### config.mk
export PLATFORM = sky130hd
export DESIGN_NAME = issue_scoreboard
export DESIGN_NICKNAME = d
export VERILOG_FILES = /design/src/rtl/issue_scoreboard.sv
export SDC_FILE = /design/constraint.sdc
export NUM_CORES = 1
export LEC_CHECK = 0
export CAP_MARGIN = 10
export CORE_UTILIZATION = 45
export CTS_BUF_LIST = sky130_fd_sc_hd__clkbuf_4
export CTS_CLUSTER_SIZE = 8
export DETAILED_ROUTE_END_ITERATION = 10
export GPL_TIMING_DRIVEN = 1
export HOLD_SLACK_MARGIN = 0.1
export PLACE_DENSITY_LB_ADDON = 0.2
export SETUP_SLACK_MARGIN = 0.5
export SYNTH_ARGS = -nofsm -noshare
export SYNTH_HDL_FRONTEND = slang
export SYNTH_SLANG_ARGS = --single-unit
### constraint.sdc
create_clock -name clk_i -period 3.15 [get_ports clk_i]
set_input_delay 0.315 -clock clk_i [delete_from_list [all_inputs] [get_ports clk_i]]
set_output_delay 0.315 -clock clk_i [all_outputs]
set_load 0.05 [all_outputs]
### src/rtl/issue_scoreboard.sv
// ID-stage issue controller: holds one decoded instruction and issues it to execute once the
// busy scoreboard and in-flight limit allow. Optional same-cycle write-back bypass: ISSUE_SB_BYPASS_EN.
module issue_scoreboard #(
  parameter int C_MAX_INFLIGHT = 4,
  localparam int CW = $clog2(C_MAX_INFLIGHT + 1)
) (
  input  logic          clk_i,
  input  logic          resetb_i,
  input  logic          flush_i,
  input  logic          ids_valid_i,
  output logic          ids_ready_o,
  input  logic          ids_ins_err_i,
  input  logic [4:0]    ids_regd_addr_i,
  input  logic [4:0]    ids_regs1_addr_i,
  input  logic [4:0]    ids_regs2_addr_i,
  input  logic          ids_uses_rs1_i,
  input  logic          ids_uses_rs2_i,
  input  logic          ids_writes_rd_i,
  output logic          exs_valid_o,
  input  logic          exs_ready_i,
  output logic          exs_ins_err_o,
  output logic [4:0]    exs_regd_addr_o,
  output logic          exs_writes_rd_o,
  input  logic          wb_valid_i,
  input  logic [4:0]    wb_addr_i,
  output logic [CW-1:0] inflight_o
);

  logic          r_held_valid;
  logic          r_held_err;
  logic [4:0]    r_rd;
  logic [4:0]    r_rs1;
  logic [4:0]    r_rs2;
  logic          r_uses_rs1;
  logic          r_uses_rs2;
  logic          r_writes_rd;
  logic [31:0]   r_busy;
  logic [CW-1:0] r_inflight;

  logic [31:0]   w_busy_eff;
  logic [CW-1:0] w_inflight_eff;
  logic          w_dec;
  logic          w_inc;
  logic          w_hazard;
  logic          w_full;
  logic          w_issue;
  logic          w_accept;
  logic          w_held_valid_nxt;
  logic [31:0]   w_busy_nxt;
  logic [CW-1:0] w_inflight_nxt;

  // A write-back with nothing in flight is ignored for counting but still clears busy.
  assign w_dec = wb_valid_i && (r_inflight != '0);

`ifdef ISSUE_SB_BYPASS_EN
  always_comb begin
    w_busy_eff = r_busy;
    if (wb_valid_i) w_busy_eff[wb_addr_i] = 1'b0;
  end
  assign w_inflight_eff = r_inflight - CW'(w_dec);
`else
  assign w_busy_eff     = r_busy;
  assign w_inflight_eff = r_inflight;
`endif

  assign w_hazard = r_held_valid && !r_held_err &&
                    ((r_uses_rs1 && w_busy_eff[r_rs1]) ||
                     (r_uses_rs2 && w_busy_eff[r_rs2]) ||
                     (r_writes_rd && w_busy_eff[r_rd]));
  assign w_full   = (w_inflight_eff == CW'(C_MAX_INFLIGHT));

  assign exs_valid_o     = r_held_valid && !flush_i && !w_hazard && (r_held_err || !w_full);
  assign w_issue         = exs_valid_o && exs_ready_i;
  assign ids_ready_o     = !r_held_valid || w_issue;
  assign w_accept        = ids_valid_i && ids_ready_o && !flush_i;
  assign w_inc           = w_issue && !r_held_err;

  assign exs_ins_err_o   = r_held_err;
  assign exs_regd_addr_o = r_rd;
  assign exs_writes_rd_o = r_writes_rd && !r_held_err && (r_rd != 5'd0);
  assign inflight_o      = r_inflight;

  always_comb begin
    w_held_valid_nxt = r_held_valid;
    if (flush_i)       w_held_valid_nxt = 1'b0;
    else if (w_accept) w_held_valid_nxt = 1'b1;
    else if (w_issue)  w_held_valid_nxt = 1'b0;
  end

  // Clear before set so an issue and write-back to the same register leaves it busy.
  always_comb begin
    w_busy_nxt = r_busy;
    if (wb_valid_i) w_busy_nxt[wb_addr_i] = 1'b0;
    if (w_issue && exs_writes_rd_o) w_busy_nxt[r_rd] = 1'b1;
    w_busy_nxt[0] = 1'b0;
  end

  always_comb begin
    w_inflight_nxt = r_inflight;
    if (w_inc && !w_dec)      w_inflight_nxt = r_inflight + CW'(1);
    else if (w_dec && !w_inc) w_inflight_nxt = r_inflight - CW'(1);
  end

  always_ff @(posedge clk_i or negedge resetb_i) begin
    if (!resetb_i) begin
      r_held_valid <= 1'b0;
      r_held_err   <= 1'b0;
      r_rd         <= 5'd0;
      r_rs1        <= 5'd0;
      r_rs2        <= 5'd0;
      r_uses_rs1   <= 1'b0;
      r_uses_rs2   <= 1'b0;
      r_writes_rd  <= 1'b0;
      r_busy       <= 32'd0;
      r_inflight   <= '0;
    end else begin
      r_held_valid <= w_held_valid_nxt;
      if (w_accept) begin
        r_held_err  <= ids_ins_err_i;
        r_rd        <= ids_regd_addr_i;
        r_rs1       <= ids_regs1_addr_i;
        r_rs2       <= ids_regs2_addr_i;
        r_uses_rs1  <= ids_uses_rs1_i;
        r_uses_rs2  <= ids_uses_rs2_i;
        r_writes_rd <= ids_writes_rd_i;
      end
      r_busy     <= w_busy_nxt;
      r_inflight <= w_inflight_nxt;
    end
  end

endmodule
---- Word-level counts from Yosys, hierarchy flattened ----
Index checks and enable logic that the tools add are counted.
storage, ports and cells
  register bits ........................... 54
  input bits .............................. 30
  output and inout bits ................... 12
  logic and storage cells ................. 74
operators by class
  add/subtract/negate cells ............... 2
  magnitude comparators ................... 6
  eq/ne operators ......................... 1
  muxes and demuxes ....................... 17
  bitwise gates (word level) .............. 3
  reduce and logical (&&, ||, !) cells .... 35
operators with widths
  operator                                                                             number
  32-bit two-way mux                                                                   2
  32-bit AND                                                                           1
  32-bit NOT                                                                           1
  32-bit OR                                                                            1
  5-bit by 6-bit < comparator with 1-bit output, second input constant                 4
  1-bit logical AND                                                                    20
  1-bit binary-select mux with 5-bit select                                            3
  1-bit demux with 5-bit select                                                        2
  5-bit by 1-bit greater-or-equal comparator with 1-bit output, second input constant  2
  1-bit two-way mux                                                                    8
  1-bit logical NOT                                                                    7
  3-bit two-way mux                                                                    2
  3-bit nonzero test                                                                   2
  5-bit nonzero test                                                                   1
  1-bit logical OR                                                                     4
  3-bit by 1-bit adder with 3-bit output, second input constant                        1
  3-bit equality test, second input constant                                           1
  3-bit by 1-bit subtractor with 3-bit output, second input constant                   1
  2-bit nonzero test                                                                   1

---- Longest topological paths before layout ----
Gate-level depths: netlist of run 1.
  depth in word-level cells ............... 15
  gate-level depth with buffers ........... 15

---- Worst setup path before layout of run 1 ----
No wires, ideal clock.
  path type ............................... register -> output
  start ................................... register r_rd[1] (netlist: exs_regd_addr_o[1])
  end ..................................... output ids_ready_o
  arrival time ............................ 3617 ps
  required time ........................... 2835 ps
  setup slack ............................. -782 ps
  stages on the path, launching flop included .. 9
  buffers on the path ..................... 1
  cells stage by stage .................... dfrtp_1 buf_1 mux2i_1 o22ai_1 o41ai_1 o21ai_1 a32oi_1 a21oi_1 o21ai_0
between the ends
  cells in the longest elaborated chain, start to end .. 10
ends and longest elaborated chain
  item                                       line  text
  start: declaration                         31    logic [4:0] r_rd;
  start signal: assignment                   120   r_rd <= ids_regd_addr_i;
  1-bit binary-select mux with 5-bit select  69    (r_writes_rd && w_busy_eff[r_rd]));
  1-bit two-way mux (implied by the code)    69
  1-bit logical AND                          69
  1-bit logical OR                           68    (r_uses_rs2 && w_busy_eff[r_rs2]) ||
  1-bit logical AND                          66    assign w_hazard = r_held_valid && !r_held_err &&
  1-bit logical NOT                          72    assign exs_valid_o = r_held_valid && !flush_i && !w_hazard && (r_held_err || !w_full);
  1-bit logical AND (2 in series)            72
  1-bit logical AND                          73    assign w_issue = exs_valid_o && exs_ready_i;
  1-bit logical OR                           74    assign ids_ready_o = !r_held_valid || w_issue;
  end: declaration                           11    output logic ids_ready_o,
No other way between the ends. The select of a mux whose other input is x is not followed.

---- Worst setup path after layout of run 1 ----
  start ................................... register r_rs1[1]
  end ..................................... output ids_ready_o
between the ends
  cells in the longest elaborated chain, start to end .. 11
ends and longest elaborated chain
  item                                       line  text
  start: declaration                         32    logic [4:0] r_rs1;
  start signal: assignment                   121   r_rs1 <= ids_regs1_addr_i;
  1-bit binary-select mux with 5-bit select  67    ((r_uses_rs1 && w_busy_eff[r_rs1]) ||
  1-bit two-way mux (implied by the code)    67
  1-bit logical AND                          67
  1-bit logical OR                           67
  1-bit logical OR                           68
  1-bit logical AND                          66
  1-bit logical NOT                          72
  1-bit logical AND (2 in series)            72
  1-bit logical AND                          73
  1-bit logical OR                           74
No other way between the ends. The select of a mux whose other input is x is not followed.

==> impl_results.md, run 1 <==
* Status: complete, but fails checks
* Failing checks: setup timing
* CTS tree: yes
* RePlAce Congestion at 0.850
* Synth warn at 0
* RSZ-0062 raised after global routing: true
* ANT nets after route at 0
* F_max at 0.305 GHz
* Wire per inst at 24.7 um
* Post-route design area at 4670 um2
* Post-DP HPWL at 6640 um
* Top cells by count, synth: dfrtp_1 (54), o21ai_0 (41), o41ai_1 (24)
* Met1 track demand over resource at 40.5%
* CP max FO at 5
* Final WL at 11100 um
* First drt pass iteration count at 6
* Crit start category: register
* Met3 usage at 5.05%
* Slew Limit Fails at 0
* Synth top area cells: dfrtp_1 (42%), mux4_2 (9.1%), mux2i_1 (6.5%)
* Mean Syn Cell Area at 11.3 um2
* Busiest layer in global routing: met2
* CP arrival at 2.96 ns
* Prevailing post-synth register cell: dfrtp_1
* Nets at 385
* #FFs+latches synth at 54
* Max_cap viols at 0
* Io pins at 42
* Layout cells sized above 1 at 39.8%
* Placed Cells at 428
* Core area at 6870 um2
* Synth cell types at 47
* Placement Rows at 30
* Largest net degree at the start of global routing at 33
* WP data required at 2.83 ns
* Setup Crit Path Kind: register to primary output
* CTS root buffer: clkbuf_4
* Die X at 86.7 um
* Rel. slew slack at 46.9%
* Min Tclk post-route at 3.28 ns
* Area occupied by multi-input gates at 2230 um2
* Syn Inst Count at 285
* Number of synthesized flops with an enable pin at 0
* CTS H-tree depth at 2
* Tot GR Track Use at 28.0%
* Met2 Usage GRT at 42.9%
* Clock Skew at 0.0303 ns
* Vias in the first global route at 2912
* Vias at 3007
* Area growth syn-to-layout at 44.6%
* 1st-iter DRT viols at 245
* Hold Path Class: input port to register
* Final Util at 68.0%
* Post-synth top area share at 41.8%
* Initial antenna violation count at 0
* Worst vdd ir at 0.382 mV
* Die Span Y at 86.7 um
* Vias per cell at 6.68
* Register area at 1360 um2
* Seq/Total Area, Yosys at 41.8%
* Post-route insts no fill at 450
* Placed Area at 3960 um2
* Net Count, Synth at 317
* Total Power Consumption at 3.20 mW
* Antenna fix cells at 0
* Die area at 7520 um2
* Cts bufs inserted at 5
* Post-route clock period utilization at 104%
* CTS Sinks at 54
* Count leader, synth: dfrtp_1
* Worst setup EP type: primary output
* Starting Density at 47.0%
* # setup viols final at 11
* Worst-Skew Late Latency at 0.42 ns
* GR Overflow Total at 0
* Worst-margin pin slew at 0.797 ns
* CTS clk-pin slew, worst paths at 0.20 ns
* I/O Buffers at 41
* First-pass GRT wire length at 15700 um
* Ys async rst share at 100%
* Pwr per Cell Area at 686 nW/um2
* Final Hold Fails at 0
* Clk buf depth at 2
* Leak pwr at 2.21 nW
* Setup slack after layout at -0.128 ns
* Fillcell total at 494
* Drt drc at 0
* Post-Syn Area at 3230 um2
* Post-Place Setup Slack at -0.147 ns
* Synth area leader: dfrtp_1
[power breakdown]
part	internal [mW]	total, mW	switching (mW)
sequential	0.839	1.09	0.247
clock	0.0949	0.358	0.263
combinational	0.812	1.76	0.948
[registers in the layout, indices dropped and copies added, names as in the netlist]
name and flops:
exs_ins_err_o 1, exs_regd_addr_o 5, inflight_o 3, r_busy 31, r_held_valid 1, r_rs1 5
r_rs2 5, r_uses_rs1 1, r_uses_rs2 1, r_writes_rd 1
[routing by layer]
layer,routed length [um],vias up
li1,-,1266
met1,4630,1522
met2,5200,176
met3,910,43
met4,373,0
met5,0,-
[worst max-delay path: stages, from the launching register on]
cell     delay [ns]
dfrtp_2        0.49
mux4_2         0.54
mux4_2         0.51
a32o_2         0.29
a31oi_4        0.18
buf_6          0.14
a21oi_4        0.06
o21ai_2        0.19
buf_12         0.16
[logic make-up after synthesis]
logic type / share of synthesized area, %
AO/OA/AOI/OAI: 19.8
XOR/XNOR: 0.814
adder cells (fa/ha/maj): 1.01
buffers and inverters: 3.60
flip-flops: 41.8
multiplexers: 22.9
AND/OR/NAND/NOR: 10.0
[placed cells by master, fill, tap and decap left out, drive strengths merged, types with 2 or more instances in the layout]
cell type       n
nor2            7
o41ai          24
nand2           5
nor3            2
buf            39
nor2b           6
or3b            6
nand3           7
o21ai          43
clkdlybuf4s50  37
a311oi          2
dfrtp          54
mux2           21
and3            2
clkbuf          8
mux4           13
a31oi           2
or3             2
o31ai           2
nand2b          3
nand3b         10
inv             9
xor2            2
a21oi           3
mux2i          21
o22ai           8
[cell type report]
cell class                      instances  share of cell area, %
Clock inverter                          3                  0.563
Tap cell                               96                   2.57
Multi-Input combinational cell        205                   47.9
Inverter                                7                  0.563
Timing Repair Buffer                   80                   18.5
Sequential cell                        54                   29.1
Clock buffer                            5                  0.804
[worst paths after layout]
kind / from / end / slack (ns) / depth (start not counted)
worst max-delay path: r_rs1[1]$_DFFE_PN0P_ / ids_ready_o / -0.13 / 8
worst min-delay path: ids_regd_addr_i[2] / exs_regd_addr_o[2]$_DFFE_PN0P_ / 0.48 / 2
min in group asynchronous: resetb_i / r_busy[13]$_DFF_PN0_ / 0.49 / 2
worst max register to register: r_rs1[1]$_DFFE_PN0P_ / inflight_o[2]$_DFFE_PN0P_ / -0.08 / 12
max in group asynchronous: resetb_i / r_rs1[1]$_DFFE_PN0P_ / 1.94 / 3
worst min register to register: r_uses_rs2$_DFFE_PN0P_ / r_uses_rs2$_DFFE_PN0P_ / 0.55 / 1
[what timing repair did]
item | in CTS | in global routing
pin swaps | 10 | 11
hold buffers | 1 | 0
resized for setup | 62 | 24
setup buffers | 6 | 2
gates cloned | 2 | 3
endpoints found under the hold margin | 30 | 0
setup endpoints to repair | 55 | 56
[per-stage QoR]
step / TNS [ns] / hold WS (ns)
2_1_floorplan: -0.232 / 0.0194
3_3_place_gp: -0.0245 / 0.440
3_5_place_dp: -0.248 / 0.425
4_1_cts: -0.399 / 0.493
5_1_grt: -2.20 / 0.488
6_report: -0.422 / 0.484
(Power assumes the default switching activity.)
==> run 2, diff against run 1 <==
Settings changed: CTS_CLUSTER_SIZE 8 to 10.
Clock period 3.15 ns to 3.6 ns, I/O delays scaled along.
==> run 2 against run 1 <==
Effect of this change:
- first-iteration DRC count increased by 19%
- global-route usage shrank 3.1 points
- the flow now finishes without violations
- setup slack gained 0.49 ns
- cell area decreased by 15%
- combinational power decreased by 37%
- highest routed layer unchanged
- clock skew is 0.021 ns lower
- flip-flop and latch count is the same
- via count shrank 7.7%
- sequential power down 11%
- non-clock buffer count decreased by 23
==> impl_results.md, run 2 (synthesis gave the netlist of run 1 again) <==
* CTS root buffer: clkbuf_4 (unchanged)
* Setup TNS at 0 ns (was -0.422 ns)
* WP data required at 3.24 ns (was 2.83 ns)
* Final Hold Fails at 0 (unchanged)
* Leak pwr at 1.57 nW (was 2.21 nW)
* CP arrival at 2.88 ns (was 2.96 ns)
* RePlAce Congestion at 0.894 (was 0.850)
* Io pins at 42 (unchanged)
* Worst hold slack at 0.537 ns (was 0.484 ns)
* Post-route clock period utilization at 89.9%
* Total Power Consumption at 2.43 mW (was 3.20 mW)
* First drt pass iteration count at 5 (was 6)
* Final WL at 9120 um (was 11100 um)
* Tot GR Track Use at 24.9% (was 28.0%)
* Slew Limit Fails at 0 (unchanged)
* CP max FO at 5 (unchanged)
* GR Overflow Total at 0 (unchanged)
* Status: complete, no violations (was complete, but fails checks)
* Core area at 6870 um2 (unchanged)
* Antenna fix cells at 0 (unchanged)
* # setup viols final at 0 (was 11)
* I/O Buffers at 41 (unchanged)
* Cts bufs inserted at 5 (unchanged)
* Vias in the first global route at 2580 (was 2912)
* F_max at 0.309 GHz
* Starting Density at 47.0% (unchanged)
* Vias per cell at 6.50 (was 6.68)
* First-pass GRT wire length at 14100 um (was 15700 um)
* Max_cap viols at 0 (unchanged)
* Nets at 362 (was 385)
* Worst-Skew Late Latency at 0.38 ns (was 0.42 ns)
* Commonest cells after routing, fill and taps aside: dfrtp_1 (49), o21ai_0 (40), clkdlybuf4s50_1 (38) (was dfrtp_1 (49), clkdlybuf4s50_1 (37), o21ai_0 (32))
* Area growth syn-to-layout at 23.3% (was 44.6%)
* Crit start category: register (unchanged)
* Placement Rows at 30 (unchanged)
* Vias at 2775 (was 3007)
* Clock Skew at 0.00881 ns (was 0.0303 ns)
* Drt drc at 0 (unchanged)
* Most common cell after layout, fill and taps aside: dfrtp_1 (unchanged)
* Post-DP HPWL at 6250 um (was 6640 um)
* Max FFs per register at 31 (unchanged)
* CTS H-tree depth at 2 (unchanged)
* Final Util at 58.0% (was 68.0%)
* Worst setup EP type: primary output (unchanged)
* Die Span Y at 86.7 um (unchanged)
* CTS Sinks at 54 (unchanged)
* Biggest register: r_busy (unchanged)
* CTS clk-pin slew, worst paths at 0.14 ns (was 0.20 ns)
* CTS tree: yes (unchanged)
* Setup Crit Path Kind: register to primary output (unchanged)
* Worst vdd ir at 0.306 mV (was 0.382 mV)
* Wire per inst at 21.4 um (was 24.7 um)
* ANT nets after route at 0 (unchanged)
* Min Tclk post-route at 3.24 ns
* Fillcell total at 586 (was 494)
* Die X at 86.7 um (unchanged)
* Placed Area at 3750 um2 (was 3960 um2)
* Pwr per Cell Area at 610 nW/um2 (was 686 nW/um2)
* Layout cells sized above 1 at 22.1% (was 39.8%)
* Clk buf depth at 2 (unchanged)
* 1st-iter DRT viols at 291 (was 245)
* Hold Path Class: input port to async pin (was input port to register)
* Die area at 7520 um2 (unchanged)
* Initial antenna violation count at 0 (unchanged)
* Worst-margin pin slew at 0.678 ns (was 0.797 ns)
* RSZ-0062 raised after global routing: true (unchanged)
* Largest net degree at the start of global routing at 30 (was 33)
* Post-route design area at 3980 um2 (was 4670 um2)
* Rel. slew slack at 54.8% (was 46.9%)
[run 2: area by class of cell]
| class | instances | area [um2] | share of cell area [%] |
|---|---|---|---|
| Multi-Input combinational cell | 205 | 1820 | 45.6 |
| Sequential cell | 54 | 1360 | 34.2 |
| Timing Repair Buffer | 57 | 577 | 14.5 |
| Tap cell | 96 | 120 | 3.02 |
| Clock buffer | 7 | 52.6 | 1.32 |
| Clock inverter | 1 | 30.0 | 0.754 |
| Inverter | 7 | 26.3 | 0.660 |
[run 2: worst paths after layout]
| check | startpoint | end | slack [ns] | cells past startpoint |
|---|---|---|---|---|
| worst max-delay path | r_rs1[1]$_DFFE_PN0P_ | ids_ready_o | 0.36 | 8 |
| worst min-delay path | resetb_i | inflight_o[0]$_DFFE_PN0P_ | 0.54 | 2 |
| worst max register to register | r_rs1[1]$_DFFE_PN0P_ | inflight_o[2]$_DFFE_PN0P_ | 0.36 | 12 |
| worst min register to register | r_uses_rs2$_DFFE_PN0P_ | r_uses_rs2$_DFFE_PN0P_ | 0.54 | 1 |
| max in group asynchronous | resetb_i | exs_regd_addr_o[1]$_DFFE_PN0P_ | 2.25 | 3 |
| min in group clk_i | r_uses_rs2$_DFFE_PN0P_ | r_uses_rs2$_DFFE_PN0P_ | 0.54 | 1 |
[run 2: worst max-delay path, stage by stage (launching register included)]
cell     delay [ns]
dfrtp_2        0.47
mux4_2         0.54
mux4_2         0.49
a32o_2         0.28
a31oi_4        0.18
buf_6          0.14
a21oi_4        0.07
o21ai_2        0.18
buf_12         0.16
[run 2: through the flow]
step,cells,worst slack (ns)
global placement,408,0.393
CTS,423,0.331
finish,427,0.362
global route,427,0.271
detailed placement,408,0.238
floorplan,285,0.290
[run 2: layer usage]
metal	global-route usage [%]	wire [um]	share of wire, %	vias up
li1	-	-	-	1216
met1	34.1	3930	43	1394
met2	40.8	4370	48	149
met3	4.19	679	7.4	16
met4	7.42	144	1.6	0
met5	0	0	0	-
[run 2: timing repair]
| action | in CTS | in global routing |
|---|---|---|
| endpoints found under the setup margin | 5 | 4 |
| pin swaps | 6 | 5 |
| resized for setup | 6 | 3 |
| hold buffers | 1 | 0 |
| endpoints found under the hold margin | 28 | 0 |
| buffers inserted | 6 | 4 |
[run 2: report_power, final]
group          total (mW)  switching, mW  internal [mW]
registers           0.968          0.233          0.736
logic                1.11          0.612          0.496
clock network       0.353          0.191          0.163
total                2.43           1.04           1.39
